<file path="src/rtl/laser_frame_receiver.sv">
// laser_frame_receiver: recovers start/8-data/stop framed bytes (LSB first,
// idle-high line) from an oversampled photodiode input and presents them
// through a valid/ready holding register.
// Optional build macro LASER_RX_PARITY_EN adds an even-parity bit between
// data bit 7 and the stop bit, plus a parity_error output pulse.
module laser_frame_receiver #(
  parameter int OVERSAMPLE = 8,
  parameter int CNT_W      = 6
) (
  input  logic       clock,
  input  logic       reset_n,
  input  logic       en,
  input  logic       laser_in,
  output logic [7:0] data_out,
  output logic       data_valid,
  input  logic       data_ready,
  output logic       framing_error,
  output logic       overrun,
`ifdef LASER_RX_PARITY_EN
  output logic       parity_error,
`endif
  output logic       busy
);

  typedef enum logic [2:0] {
    S_IDLE,
    S_START,
    S_DATA,
`ifdef LASER_RX_PARITY_EN
    S_PARITY,
`endif
    S_STOP,
    S_WAIT_IDLE
  } state_t;

  // Mid-bit point of the start bit, and the full-bit sample point afterwards.
  localparam logic [CNT_W-1:0] CNT_MID  = CNT_W'(OVERSAMPLE / 2 - 1);
  localparam logic [CNT_W-1:0] CNT_LAST = CNT_W'(OVERSAMPLE - 1);

  logic [1:0]       r_sync;
  logic             w_rx_s;
  logic             r_rx_prev;
  state_t           r_state;
  state_t           w_state_nxt;
  logic [CNT_W-1:0] r_cnt;
  logic [2:0]       r_bit_idx;
  logic [7:0]       r_shift;
  logic [7:0]       r_data_out;
  logic             r_data_valid;
  logic             r_framing_err;
  logic             r_overrun;
  logic             w_fall;
  logic             w_cnt_mid;
  logic             w_cnt_last;
  logic             w_cnt_clr;
  logic             w_sample_bit;
  logic             w_stop_ok;
  logic             w_stop_bad;
`ifdef LASER_RX_PARITY_EN
  logic             r_parity;
  logic             r_parity_err;
  logic             w_sample_par;
  logic             w_par_bad;
`endif

  assign w_rx_s     = r_sync[1];
  assign w_fall     = en && r_rx_prev && !w_rx_s;
  assign w_cnt_mid  = (r_cnt == CNT_MID);
  assign w_cnt_last = (r_cnt == CNT_LAST);

  // Two-flop synchroniser for the asynchronous line, plus previous value for edge detect.
  always_ff @(posedge clock or negedge reset_n) begin
    if (!reset_n) begin
      r_sync    <= 2'b11;
      r_rx_prev <= 1'b1;
    end else begin
      r_sync    <= {r_sync[0], laser_in};
      r_rx_prev <= w_rx_s;
    end
  end

  // FSM state register.
  always_ff @(posedge clock or negedge reset_n) begin
    if (!reset_n) r_state <= S_IDLE;
    else          r_state <= w_state_nxt;
  end

  // FSM next-state logic; a low enable forces IDLE from any state.
  always_comb begin
    w_state_nxt = r_state;
    if (!en) begin
      w_state_nxt = S_IDLE;
    end else begin
      case (r_state)
        S_IDLE:      if (w_fall) w_state_nxt = S_START;
        S_START:     if (w_cnt_mid) w_state_nxt = w_rx_s ? S_IDLE : S_DATA;
`ifdef LASER_RX_PARITY_EN
        S_DATA:      if (w_cnt_last && (r_bit_idx == 3'd7)) w_state_nxt = S_PARITY;
        S_PARITY:    if (w_cnt_last) w_state_nxt = S_STOP;
`else
        S_DATA:      if (w_cnt_last && (r_bit_idx == 3'd7)) w_state_nxt = S_STOP;
`endif
        S_STOP:      if (w_cnt_last) w_state_nxt = w_rx_s ? S_IDLE : S_WAIT_IDLE;
        S_WAIT_IDLE: if (w_rx_s) w_state_nxt = S_IDLE;
        default:     w_state_nxt = S_IDLE;
      endcase
    end
  end

  // FSM outputs: counter clear, sample strobes and stop-bit verdicts.
  always_comb begin
    w_cnt_clr    = 1'b0;
    w_sample_bit = 1'b0;
    w_stop_ok    = 1'b0;
    w_stop_bad   = 1'b0;
`ifdef LASER_RX_PARITY_EN
    w_sample_par = 1'b0;
    w_par_bad    = 1'b0;
`endif
    if (!en) begin
      w_cnt_clr = 1'b1;
    end else begin
      case (r_state)
        S_IDLE:  w_cnt_clr = 1'b1;
        S_START: if (w_cnt_mid) w_cnt_clr = 1'b1;
        S_DATA: begin
          if (w_cnt_last) begin
            w_cnt_clr    = 1'b1;
            w_sample_bit = 1'b1;
          end
        end
`ifdef LASER_RX_PARITY_EN
        S_PARITY: begin
          if (w_cnt_last) begin
            w_cnt_clr    = 1'b1;
            w_sample_par = 1'b1;
          end
        end
`endif
        S_STOP: begin
          if (w_cnt_last) begin
            w_cnt_clr = 1'b1;
            if (!w_rx_s) w_stop_bad = 1'b1;
`ifdef LASER_RX_PARITY_EN
            else if (^{r_shift, r_parity}) w_par_bad = 1'b1;
`endif
            else w_stop_ok = 1'b1;
          end
        end
        default: w_cnt_clr = 1'b1;
      endcase
    end
  end

  // Bit-period counter, data bit index and LSB-first shift register.
  always_ff @(posedge clock or negedge reset_n) begin
    if (!reset_n) begin
      r_cnt     <= '0;
      r_bit_idx <= 3'd0;
      r_shift   <= 8'h00;
`ifdef LASER_RX_PARITY_EN
      r_parity  <= 1'b0;
`endif
    end else begin
      if (w_cnt_clr) r_cnt <= '0;
      else           r_cnt <= r_cnt + 1'b1;
      if (r_state != S_DATA) r_bit_idx <= 3'd0;
      else if (w_sample_bit) r_bit_idx <= r_bit_idx + 3'd1;
      if (w_sample_bit) r_shift <= {w_rx_s, r_shift[7:1]};
`ifdef LASER_RX_PARITY_EN
      if (w_sample_par) r_parity <= w_rx_s;
`endif
    end
  end

  // Holding register with valid/ready handshake; a load in the consume cycle wins.
  always_ff @(posedge clock or negedge reset_n) begin
    if (!reset_n) begin
      r_data_out    <= 8'h00;
      r_data_valid  <= 1'b0;
      r_framing_err <= 1'b0;
      r_overrun     <= 1'b0;
`ifdef LASER_RX_PARITY_EN
      r_parity_err  <= 1'b0;
`endif
    end else begin
      r_framing_err <= w_stop_bad;
      r_overrun     <= w_stop_ok && r_data_valid && !data_ready;
`ifdef LASER_RX_PARITY_EN
      r_parity_err  <= w_par_bad;
`endif
      if (w_stop_ok && (!r_data_valid || data_ready)) begin
        r_data_out   <= r_shift;
        r_data_valid <= 1'b1;
      end else if (r_data_valid && data_ready) begin
        r_data_valid <= 1'b0;
      end
    end
  end

  assign data_out      = r_data_out;
  assign data_valid    = r_data_valid;
  assign framing_error = r_framing_err;
  assign overrun       = r_overrun;
  assign busy          = (r_state != S_IDLE);
`ifdef LASER_RX_PARITY_EN
  assign parity_error  = r_parity_err;
`endif

endmodule

</file>
<file path="config.mk">
export PLATFORM = sky130hd
export DESIGN_NAME = laser_frame_receiver
export DESIGN_NICKNAME = d
export VERILOG_FILES = /design/src/rtl/laser_frame_receiver.sv
export SDC_FILE = /design/constraint.sdc
export NUM_CORES = 1
export LEC_CHECK = 0
export ABC_AREA = 1
export ABC_CLOCK_PERIOD_IN_PS = 2500
export CELL_PAD_IN_SITES_DETAIL_PLACEMENT = 2
export CELL_PAD_IN_SITES_GLOBAL_PLACEMENT = 2
export CORE_MARGIN = 2
export CORE_UTILIZATION = 37
export DETAILED_ROUTE_END_ITERATION = 8
export GPL_TIMING_DRIVEN = 0
export HOLD_SLACK_MARGIN = 0.15
export PLACE_DENSITY = 0.82
export SETUP_SLACK_MARGIN = 0.3
export SLEW_MARGIN = 10
export SYNTH_ARGS = -nofsm -noshare
export SYNTH_HDL_FRONTEND = slang
export SYNTH_SLANG_ARGS = --single-unit
</file>
<file path="constraint.sdc">
create_clock -name clock -period 2.5 [get_ports clock]
set_input_delay 0.375 -clock clock [delete_from_list [all_inputs] [get_ports clock]]
set_output_delay 0.375 -clock clock [all_outputs]
set_load 0.05 [all_outputs]
</file>
==> Word level (Yosys, flattened, before mapping) <==
Index checks and enable logic that the tools add are counted.
{ "totals": {"output_inout_bits": 12, "input_bits": 5, "register_bits": 34, "wordCells": 70} }
{ "op_classes": {"add_sub_neg": 2, "n_eq_ne": 13, "reduce_logical": 17, "n_mux": 28} }
{ "ops": {"columns": ["op", "n"], "rows": [
  ["$mux 3", 9],
  ["$mux 1", 15],
  ["$ne 3x3->1 const B", 5],
  ["$pmux 3 s5", 1],
  ["$logic_and 1x1->1", 7],
  ["$add 6x1->6 const B", 1],
  ["$eq 3x2->1 const B", 2],
  ["$eq 3x3->1 const B", 2],
  ["$eq 6x2->1 const B", 1],
  ["$eq 6x3->1 const B", 1],
  ["$mux 6", 1],
  ["$reduce_and 5->1", 1],
  ["$reduce_bool 2->1", 2],
  ["$add 3x1->3 const B", 1],
  ["$eq 3x1->1 const B", 1],
  ["$logic_not 1->1", 3],
  ["$logic_not 3->1", 1],
  ["$ne 3x2->1 const B", 1],
  ["$reduce_bool 3->1", 1],
  ["$mux 2", 1],
  ["$pmux 1 s2", 1],
  ["$reduce_or 2->1", 1],
  ["$logic_or 1x1->1", 1]
]} }

==> Longest topological paths before layout <==
Gate-level depths: netlist of run 1.
{ "depth": {"word_depth": 6, "mapped_depth": 9, "ltp_nobuf": 9} }

==> Least setup slack after synthesis of run 1 <==
Ideal clock, no wire load.
{ "synth_timing": {"path_type": "register to register", "start": "reg r_cnt[0]", "end": "reg r_data_out[0], in the netlist data_out[0]", "path_stages_with_launch": 9, "period_less_slack_ps": 1416, "t_arrival_ps": 1296, "path_slack_ps": 1084, "path_cell_list": "dfrtp_1 ha_1 nand3_4 nor2_8 nand2_4 nor2_8 nand2_4 nand2_1 nand2_1"} }
{ "synth_between": {"elab_chain_len": 5} }
{ "synth_rtl": {"columns": ["item", "line", "rtl"], "rows": [
  ["start, declared", "45", "logic [CNT_W-1:0] r_cnt;"],
  ["start signal, assigned", "166", "else r_cnt <= r_cnt + 1'b1;"],
  ["$eq 6x3->1", "69", "assign w_cnt_last = (r_cnt == CNT_LAST);"],
  ["$mux 1", "141", "if (w_cnt_last) begin"],
  ["$mux 1", "123", "case (r_state)"],
  ["$mux 1", "120", "if (!en) begin"],
  ["$logic_and 1x1->1", "192", "if (w_stop_ok && (!r_data_valid || data_ready)) begin"],
  ["end signal, assigned", "193", "r_data_out <= r_shift;"],
  ["end, declared", "48", "logic [7:0] r_data_out;"]
]} }
Every way passes these cells.
A chain may end at the register's enable or synchronous reset.

==> Worst setup path after layout of run 1 <==
{ "layout_timing": {"start": "reg r_state[1]", "end": "out busy"} }
{ "layout_between": {"elab_chain_len": 1} }
{ "layout_rtl": {"columns": ["item", "line", "rtl"], "rows": [
  ["start, declared", "43", "state_t r_state;"],
  ["start signal, assigned", "85", "else r_state <= w_state_nxt;"],
  ["$reduce_bool 3->1", "205", "assign busy = (r_state != S_IDLE);"],
  ["end, declared", "22", "output logic busy"]
]} }
Every way passes these cells.

==> flow_summary.yaml, run 1 <==
run_status:
  status: "finished clean"
clock_tree:
  clock_sinks: 34
  post_cts_hold_buffer_count: 0
  clock_path_buffers: 2
  clock-root-buffer: "clkbuf_8"
  clkTransAtPathRegs_ns: 0.07
  cts_buffers: 5
  clock_tree_from_tritoncts: "yes"
  clock_latency_ns: 0.29
  clock_tree.htree_level_count: 2
cells_and_area:
  flow.area_growth_from_synthesis_pct: 20.9
  fill_cells: 433
  postLayoutCellArea_um2: 1880
  post_route_cells_drive_above_1_share_pct: 14.0
  number_of_diodes_added_for_antenna_fixing: 0
  final_nets: 200
timing:
  timing.slew.headroom_pct: 48.5
  rsz0062_at_grt: "false"
  holdWs_ns: 0.158
  final-hold-violation-count: 0
  setup_tns_ns: 0
  timing_worst_slew_pin_value_ns: 0.772
  highest_achievable_clock_rate_ghz: 0.518
  finalClockSkew_ns: 0.00572
  final-setup-viol-count: 0
  period_minus_slack_ns: 1.93
  timing.final.ws_setup_ns: 0.571
  final_worst_path_period_share_pct: 77.2
  timing.final.max_slew_violations: 0
placed_design:
  io_buffer_count: 16
  placed_cell_area_um2: 1770
  dpl.hpwl_um: 2780
  place_congestion: 0.833
  pre_cts_ws_ns: 0.512
drt:
  post-route-drc-count: 0
  routed_wire_length_per_instance_um: 16.3
  final_antenna_net_count: 0
  num_vias: 1234
  drt_iter0_drcs: 47
  sum_of_routed_wire_length_over_all_layers_um: 3950
  first_pass_iters: 4
  route.detailed.vias_per_inst: 5.08
grt:
  grt.total_usage_pct: 20.1
  gr-total-overflow: 0
  first_global_vias: 1385
  antenna_found_initial: 0
  grt_pass1_wl_um: 6710
  maximum_number_of_pins_on_one_net_before_global_route_repair: 35
floorplanning:
  fp-row-count: 23
  core-area_um2: 4030
  die-width_um: 68.8
  starting_density_of_the_core_pct: 38.6
  floorplan.io_pins: 17
  die-height_um: 68.8
  floorplan.die_area_um2: 4740
logic_synthesis:
  synth-compound-area-share_pct: 3.14
  yosys_synthesis_warning_count: 0
  yosys.area_share.xor_xnor_pct: 2.25
  postSynthAreaPerCell_um2: 9.20
  syn_area_um2: 1560
  sequential_fraction_of_the_synthesis_area_pct: 54.9
  postSynthCellCount: 169
  synth_fa_ha_area_share_pct: 2.41
  ys_seq_elements: 34
  main_combinational_cell_family_by_area_after_synthesis: "simple AND/OR/NAND/NOR gates"
  synth_cell_type_count: 28
  synth_simple_gate_area_share_pct: 33.2
  synthMuxAreaShare_pct: 0
  postSynthNetCount: 177
power:
  clkPwrFrac_pct: 36.2
  pwr-share-seq_pct: 44.1
  combPwrFrac_pct: 19.8
  switching_share_pct: 30.7
  net_sw_power_w: 0.000419
  irDropWorstVdd_mv: 0.484
  finalPower_w: 0.00137
  p_int_w: 0.000949
  p_leak_nw: 0.963
  pd_cells_nw_per_um2: 727
run:
  maxCapViolCount: 0
critical_path:
  critPathLaunchType: "register"
  criticalPathCategory: "register to output port"
  critical_path.max_fanout: 7
  crit_required_ns: 2.12
  crit_path_end_kind: "output port"
  worst_ep_arrival_time_ns: 1.55
min_path:
  hold_path_class: "input pin to async pin"
-- power groups by stage --
stage	clock, W	combinational [W]	sequential [W]
6_report	0.000495	0.000271	0.000603
5_1_grt	0.000536	0.000311	0.000607
4_1_cts	0.000509	0.000278	0.000603
3_5_place_dp	0	0.000277	0.000612
3_3_place_gp	0	0.000266	0.000610
2_1_floorplan	0	0.000196	0.000606
-- final timing paths --
check / start / endpoint / slack (ns) / cells after the start
setup / recovery: r_state[1] / busy / 0.57 / 4
hold / removal: reset_n / r_cnt[4] / 0.16 / 1
setup reg to reg: r_cnt[0] / r_bit_idx[0] / 0.86 / 8
hold reg to reg: r_sync[0] / r_sync[1] / 0.36 / 0
max in group asynchronous: reset_n / r_state[1] / 1.85 / 1
min in group clock: r_sync[0] / r_sync[1] / 0.36 / 0
-- kinds of logic (layout without fill, tap and decap cells) --
family,Yosys count,after routing
AOI/OAI and AO/OA,9,9
buffers and inverters,15,39
adders and majority gates,3,3
xor gates and xnor gates,4,4
DFF,34,34
and+or+nand+nor,104,104
-- what timing repair did --
item,CTS,global route
endpoints found under the hold margin,0,0
setup endpoints to repair,1,0
setup buffers,0,0
resized for setup,1,0
-- synth_stat cells (all sizes together) --
cell type   n  area (um^2)
nand2      56          225
dfstp       3         78.8
nor2       20          115
nand4       1         6.26
xor2        3         26.3
nand3b      1         7.51
or2         1         6.26
xnor2       1         8.76
dfrtp      31          776
a31oi       1         6.26
inv        13         51.3
nor4        1         6.26
o31ai       1         7.51
o21ai       6         30.0
a21oi       1         5.00
buf         2         11.3
nand3      22          140
ha          3         37.5
nor3        2         10.0
-- layer usage --
layer | wire length, um | track usage, % | up-vias
met4 | 53 | 6.62 | 0
met1 | 1660 | 24.1 | 622
met3 | 147 | 5.36 | 6
met2 | 2090 | 34.7 | 18
met5 | 0 | 0 | -
li1 | - | - | 588
-- critical path, stage by stage (launching register included) --
cell and delay [ns]:
dfrtp_1 0.37, buf_4 0.17, nor2_1 0.23, nand2_1 0.07, dlygate4sd2_1 0.43
-- sequential cells by signal, indices dropped and copies added (netlist names) --
register and count:
r_bit_idx 3, data_out 8, r_rx_prev 1, overrun 1, r_sync 2, framing_error 1, r_shift 8, r_state 3
r_cnt 6, data_valid 1
-- final cells by class --
class                   count  area [um^2]  share of cell area (%)
repair buffers             16          154                    8.18
multi-input cells         120          638                    33.9
clock buffers               5         68.8                    3.66
flip-flops and latches     34          855                    45.4
well taps                  50         62.6                    3.33
plain buffers               2         11.3                   0.599
inverters                  13         51.3                    2.73
clock inverters             3         40.0                    2.13
-- cells in the final DEF (no fill, tap or decap), types with 3 or more instances in the layout --
| master | n |
|---|---|
| clkdlybuf4s50_1 | 14 |
| nand3_1 | 19 |
| nor2_1 | 15 |
| dfstp_2 | 3 |
| nor2_2 | 3 |
| nand2_1 | 54 |
| ha_1 | 3 |
| xor2_1 | 3 |
| inv_1 | 9 |
| clkbuf_8 | 5 |
| o21ai_0 | 3 |
| o21ai_1 | 3 |
| inv_2 | 3 |
| dfrtp_1 | 31 |
-- per-stage QoR --
stage / instances / util [%]
6_report: 243 / 46.7
4_1_cts: 243 / 46.7
3_3_place_gp: 235 / 44.1
2_1_floorplan: 169 / -
5_1_grt: 243 / 46.7
3_5_place_dp: 235 / 44.0
No activity file was read; power rests on OpenSTA's default activity.
==> run 2: changes to the inputs <==
--- a/config.mk
+++ b/config.mk
@@ -6,15 +6,15 @@
 export NUM_CORES = 1
 export LEC_CHECK = 0
 export ABC_AREA = 1
-export ABC_CLOCK_PERIOD_IN_PS = 2500
+export ABC_CLOCK_PERIOD_IN_PS = 1750
 export CELL_PAD_IN_SITES_DETAIL_PLACEMENT = 2
 export CELL_PAD_IN_SITES_GLOBAL_PLACEMENT = 2
 export CORE_MARGIN = 2
-export CORE_UTILIZATION = 37
+export CORE_UTILIZATION = 31
 export DETAILED_ROUTE_END_ITERATION = 8
 export GPL_TIMING_DRIVEN = 0
 export HOLD_SLACK_MARGIN = 0.15
-export PLACE_DENSITY = 0.82
+export PLACE_DENSITY = 0.73
 export SETUP_SLACK_MARGIN = 0.3
 export SLEW_MARGIN = 10
 export SYNTH_ARGS = -nofsm -noshare
==> constraint.sdc (replaced) <==
create_clock -name clock -period 1.75 [get_ports clock]
set_input_delay 0.2625 -clock clock [delete_from_list [all_inputs] [get_ports clock]]
set_output_delay 0.2625 -clock clock [all_outputs]
set_load 0.05 [all_outputs]
==> flow_summary.yaml, run 2 (synthesis gave the netlist of run 1 again) <==
cells_and_area:
  layout_commonest_cell: "nand2_1"
  postLayoutCoreUtil_pct: 45.7
  fill_cells: 518
  number_of_diodes_added_for_antenna_fixing: 0
  postLayoutCellArea_um2: 2190
  final_cells: 281
  multiInputGateArea_um2: 758
  flow.area_growth_from_synthesis_pct: 40.6
  mostFrequentLayoutCells: "nand2_1, dfrtp_1, buf_4, nor2_1, nand3_1"
  final_nets: 221
  post_route_cells_drive_above_1_share_pct: 33.2
  ff_latch_area_um2: 856
critical_path:
  critical_path.max_fanout: 2
  worst-path-buf-inv: 1
  crit_required_ns: 1.49
  critical_path.cell_chain: "clkdlybuf4s15_1"
  crit_path_end_kind: "output port"
  worst_ep_arrival_time_ns: 1.18
  criticalPathCategory: "register to output port"
  critPathLaunchType: "register"
  path_delay_family: "buffers and inverters"
  cp_slowest_stage_delay_ns: 0.52
  worst_path_max_delay_cell: "clkdlybuf4s15_1"
power:
  finalPower_w: 0.00206
  p_leak_nw: 1.10
  clkPwrFrac_pct: 34.3
  pwr-share-seq_pct: 42.7
  pd_cells_nw_per_um2: 942
  net_sw_power_w: 0.000631
  combPwrFrac_pct: 23.0
  irDropWorstVdd_mv: 0.700
  switching_share_pct: 30.7
  p_int_w: 0.00143
timing:
  final-hold-violation-count: 0
  timing.slew.headroom_pct: 50.1
  final_worst_path_period_share_pct: 82.4
  rsz0062_at_grt: "true"
  highest_achievable_clock_rate_ghz: 0.693
  timing.final.max_slew_violations: 0
  setup_tns_ns: 0
  timing_worst_slew_pin_value_ns: 0.748
  period_minus_slack_ns: 1.44
  finalClockSkew_ns: 0.00622
  final-setup-viol-count: 0
drt:
  met1_length_um: 1860
  routed_wire_length_per_instance_um: 14.5
  met2RoutedLength_um: 2060
  sum_of_routed_wire_length_over_all_layers_um: 4070
  num_vias: 1284
  first_pass_iters: 4
  final_antenna_net_count: 0
  route.detailed.vias_per_inst: 4.57
  top_layer: "met4"
  post-route-drc-count: 0
  drt_iter0_drcs: 58
  met3WireLength_um: 110
floorplanning:
  die-width_um: 74.8
  fp-row-count: 25
  floorplan.die_area_um2: 5600
  starting_density_of_the_core_pct: 32.5
  floorplan.io_pins: 17
  core-area_um2: 4790
  die-height_um: 74.8
grt:
  maximum_number_of_pins_on_one_net_before_global_route_repair: 35
  first_global_vias: 1379
  grt_pass1_wl_um: 6620
  antenna_found_initial: 0
  gr-total-overflow: 0
  grt.total_usage_pct: 15.8
clock_tree:
  clock_latency_ns: 0.28
  clock_path_buffers: 2
  clock_tree_from_tritoncts: "yes"
  cts_buffers: 5
  clock_tree.htree_level_count: 2
  clkTransAtPathRegs_ns: 0.07
  clock_sinks: 34
  clock-root-buffer: "clkbuf_8"
placed_design:
  placed_cell_area_um2: 1790
  dpl.hpwl_um: 2630
  placed_cells_incl_taps: 252
  io_buffer_count: 16
  place_congestion: 0.836
min_path:
  hold_path_class: "register to register"
run_status:
  status: "finished clean"
run:
  maxCapViolCount: 0
[run 2: cell count changes in the layout (fill, tap and decap cells not counted), sizes merged]
cell / previous run / this run
inv: 13 / 12
dlygate4sd3: 0 / 1
clkdlybuf4s15: 0 / 7
clkbuf: 5 / 12
clkdlybuf4s50: 14 / 2
nand2: 56 / 57
clkinv: 2 / 1
buf: 3 / 22
[run 2: routing by layer]
metal | GRT usage [%] | vias to the layer above
met1 | 21.0 | 627
met4 | 5.36 | 0
met3 | 4.02 | 6
met5 | 0 | -
met2 | 25.2 | 17
li1 | - | 634
[run 2: power groups by stage]
stage	combinational (W)	clock (W)	sequential, W
floorplan	0.000280	0	0.000865
global placement	0.000382	0	0.000872
detailed placement	0.000399	0	0.000874
CTS	0.000405	0.000734	0.000863
global route	0.000529	0.000765	0.000883
finish	0.000473	0.000706	0.000880
[run 2: metrics by stage]
stage / setup slack, ns / hold slack [ns]
3_5_place_dp: -0.105 / 0.349
2_1_floorplan: 0.334 / -0.0331
4_1_cts: 0.125 / 0.358
6_report: 0.308 / 0.356
3_3_place_gp: -0.282 / 0.345
5_1_grt: 0.181 / 0.363
[run 2: final timing paths]
path                             startpoint     endpoint  slack [ns]  cells after the start
worst min register to register    r_sync[0]    r_sync[1]        0.36                      0
max in group asynchronous           reset_n   r_state[0]        0.64                      2
worst max-delay path            data_out[2]  data_out[2]        0.31                      1
min in group asynchronous           reset_n   r_state[2]        0.58                      2
worst min-delay path              r_sync[0]    r_sync[1]        0.36                      0
worst max register to register     r_cnt[0]   r_shift[1]        0.33                      7
[run 2: cell type report]
| type | count | area share (%) |
|---|---|---|
| sequential | 34 | 39.1 |
| multi-input combinational | 121 | 34.7 |
| timing repair buffer | 36 | 14.5 |
| tap | 67 | 3.83 |
| clock buffer | 7 | 3.49 |
| inverter | 13 | 2.46 |
| clock inverter | 1 | 1.37 |
| buffer | 2 | 0.572 |
[run 2: what timing repair did]
action | in CTS | in global routing
setup endpoints to repair | 41 | 39
resized for setup | 24 | 45
gates cloned | 1 | 0
pin swaps | 6 | 13
hold endpoints to repair | 31 | 0
setup buffers | 12 | 7
hold buffers | 1 | 0
==> run 3: changes to the inputs <==
--- a/config.mk
+++ b/config.mk
@@ -6,15 +6,15 @@
 export NUM_CORES = 1
 export LEC_CHECK = 0
 export ABC_AREA = 1
-export ABC_CLOCK_PERIOD_IN_PS = 1750
+export ABC_CLOCK_PERIOD_IN_PS = 1400
 export CELL_PAD_IN_SITES_DETAIL_PLACEMENT = 2
 export CELL_PAD_IN_SITES_GLOBAL_PLACEMENT = 2
 export CORE_MARGIN = 2
-export CORE_UTILIZATION = 31
+export CORE_UTILIZATION = 34
 export DETAILED_ROUTE_END_ITERATION = 8
 export GPL_TIMING_DRIVEN = 0
 export HOLD_SLACK_MARGIN = 0.15
-export PLACE_DENSITY = 0.73
+export PLACE_DENSITY = 0.76
 export SETUP_SLACK_MARGIN = 0.3
 export SLEW_MARGIN = 10
 export SYNTH_ARGS = -nofsm -noshare
==> constraint.sdc (replaced) <==
create_clock -name clock -period 1.4 [get_ports clock]
set_input_delay 0.21 -clock clock [delete_from_list [all_inputs] [get_ports clock]]
set_output_delay 0.21 -clock clock [all_outputs]
set_load 0.05 [all_outputs]
==> flow_summary.yaml, run 3 (synthesis gave the netlist of run 1 again) <==
min_path:
  hold_path_class: "input pin to async pin"
run_status:
  violations: "hold timing, setup timing"
  status: "complete, but fails checks"
grt:
  grt_pass1_wl_um: 7430
  first_global_vias: 1518
  grt.total_usage_pct: 18.6
  gr-total-overflow: 0
  maximum_number_of_pins_on_one_net_before_global_route_repair: 35
  antenna_found_initial: 0
drt:
  post-route-drc-count: 0
  num_vias: 1342
  first_pass_iters: 4
  route.detailed.vias_per_inst: 5.14
  routed_wire_length_per_instance_um: 17.5
  final_antenna_net_count: 0
  sum_of_routed_wire_length_over_all_layers_um: 4560
  drt_iter0_drcs: 61
timing:
  highest_achievable_clock_rate_ghz: 0.698
  timing.slew.headroom_pct: 49.0
  timing_worst_slew_pin_value_ns: 0.764
  timing.final.max_slew_violations: 0
  final-hold-violation-count: 4
  timing.final.ws_setup_ns: -0.0319
  rsz0062_at_grt: "true"
  holdWs_ns: -0.00333
  final-setup-viol-count: 12
  period_minus_slack_ns: 1.43
  finalClockSkew_ns: 0.00488
  final_worst_path_period_share_pct: 102
floorplanning:
  fp-row-count: 24
  die-width_um: 71.6
  floorplan.io_pins: 17
  core-area_um2: 4380
  starting_density_of_the_core_pct: 35.5
  die-height_um: 71.6
  floorplan.die_area_um2: 5130
critical_path:
  crit_required_ns: 1.58
  criticalPathCategory: "register to register"
  critical_path.cell_chain: "nor2_4, inv_2, nor2_8, nand2_4, nor2_8, nand2_4, nand2_1, nand2_1"
  critical_path.max_fanout: 7
  reg2reg_to: "data_out[3]"
  critPathLaunchType: "register"
  cp_slowest_stage_delay_ns: 0.41
  crit_path_end_kind: "register"
  worst_ep_arrival_time_ns: 1.61
  worst_path_max_delay_cell: "dfrtp_1"
  crit-reg2reg-launch: "r_cnt[4]"
  r2r_setup_slack_ns: -0.03
  reg2reg_depth: 8
cells_and_area:
  mostFrequentLayoutCells: "nand2_1, dfrtp_1, nand3_1, nand2_2, buf_4"
  post_route_cells_drive_above_1_share_pct: 43.5
  number_of_diodes_added_for_antenna_fixing: 0
  final_cells: 261
  final_nets: 216
  flow.area_growth_from_synthesis_pct: 42.2
  layout_commonest_cell: "nand2_1"
clock_tree:
  clock_tree_from_tritoncts: "yes"
  clock-root-buffer: "clkbuf_8"
  clock_latency_ns: 0.29
  clock_tree.htree_level_count: 2
  clock_sinks: 34
  cts_buffers: 5
  clock_path_buffers: 2
  clkTransAtPathRegs_ns: 0.07
power:
  p_leak_nw: 1.10
  pd_cells_nw_per_um2: 1220
  irDropWorstVdd_mv: 0.813
placed_design:
  dpl.hpwl_um: 2860
  placed_cells_incl_taps: 237
  io_buffer_count: 16
  place_congestion: 0.832
run:
  maxCapViolCount: 0
[run 3: changes by cell type in the layout (fill, tap and decap cells not counted), sizes merged]
cell	delta
inv	+2
clkbuf	-4
clkdlybuf4s15	-7
dlygate4sd3	-1
clkinv	-1
buf	+6
[run 3: final cells by class]
class,count,area [um^2]
Buffer,2,16.3
Clock buffer,7,76.3
Clock inverter,1,30.0
Fill cell,442,2170
Inverter,13,58.8
Multi-Input combinational cell,121,822
Sequential cell,34,858
Tap cell,52,65.1
Timing Repair Buffer,30,279
Timing Repair inverter,1,6.26
[run 3: worst max-delay path, delay by kind of cell (launching register included)]
kind,cells,cell delay [ns]
buffers and inverters,1,0.08
and+or+nand+nor,7,0.82
DFF,1,0.41
[run 3: timing repair]
action	CTS	global route
cloned	2	0
endpoints found under the hold margin	31	31
gates resized for setup	104	25
endpoints found under the setup margin	43	41
pin swaps	12	5
buffers inserted	10	4
[run 3: worst max-delay path by stage]
| stage | startpoint | to | slack (ns) | cells after the start |
|---|---|---|---|---|
| final | r_cnt[4] | data_out[3] | -0.03 | 8 |
| after global routing | r_cnt[4] | r_bit_idx[2] | -0.14 | 8 |
| after CTS | r_cnt[1] | data_out[0] | -0.07 | 8 |
| after detailed placement | en | data_out[0] | -0.42 | 8 |
| after global placement | reset_n | data_valid | -0.71 | 1 |
| after floorplan | r_cnt[0] | data_out[0] | 0.06 | 8 |
[run 3: routing by layer]
metal	wire length (um)	track usage, %	vias up
met5	0	0	-
met4	39	3.77	0
met3	137	4.22	6
met2	2460	33.4	21
met1	1920	22.8	692
li1	-	-	623
[run 3: stage by stage]
step                      setup WS [ns]  area [um^2]  utilization, %  setup TNS, ns  total power [W]
after floorplan                  0.0563         1590               -              0          0.00147
after global placement           -0.713         1820            41.5         -24.81          0.00160
after detailed placement         -0.421         1810            41.4          -7.97          0.00164
after CTS                       -0.0718         2110            48.2         -0.536          0.00264
after global routing             -0.140         2210            50.5          -2.56          0.00284
final                           -0.0319         2210            50.5         -0.179          0.00270
[run 3: power by group]
part	internal [W]	switching (W)	leakage [nW]	total, W
clock network	0.000533	0.000353	0.0524	0.000886
registers	0.00103	0.0000665	0.440	0.00110
logic	0.000268	0.000449	0.603	0.000717
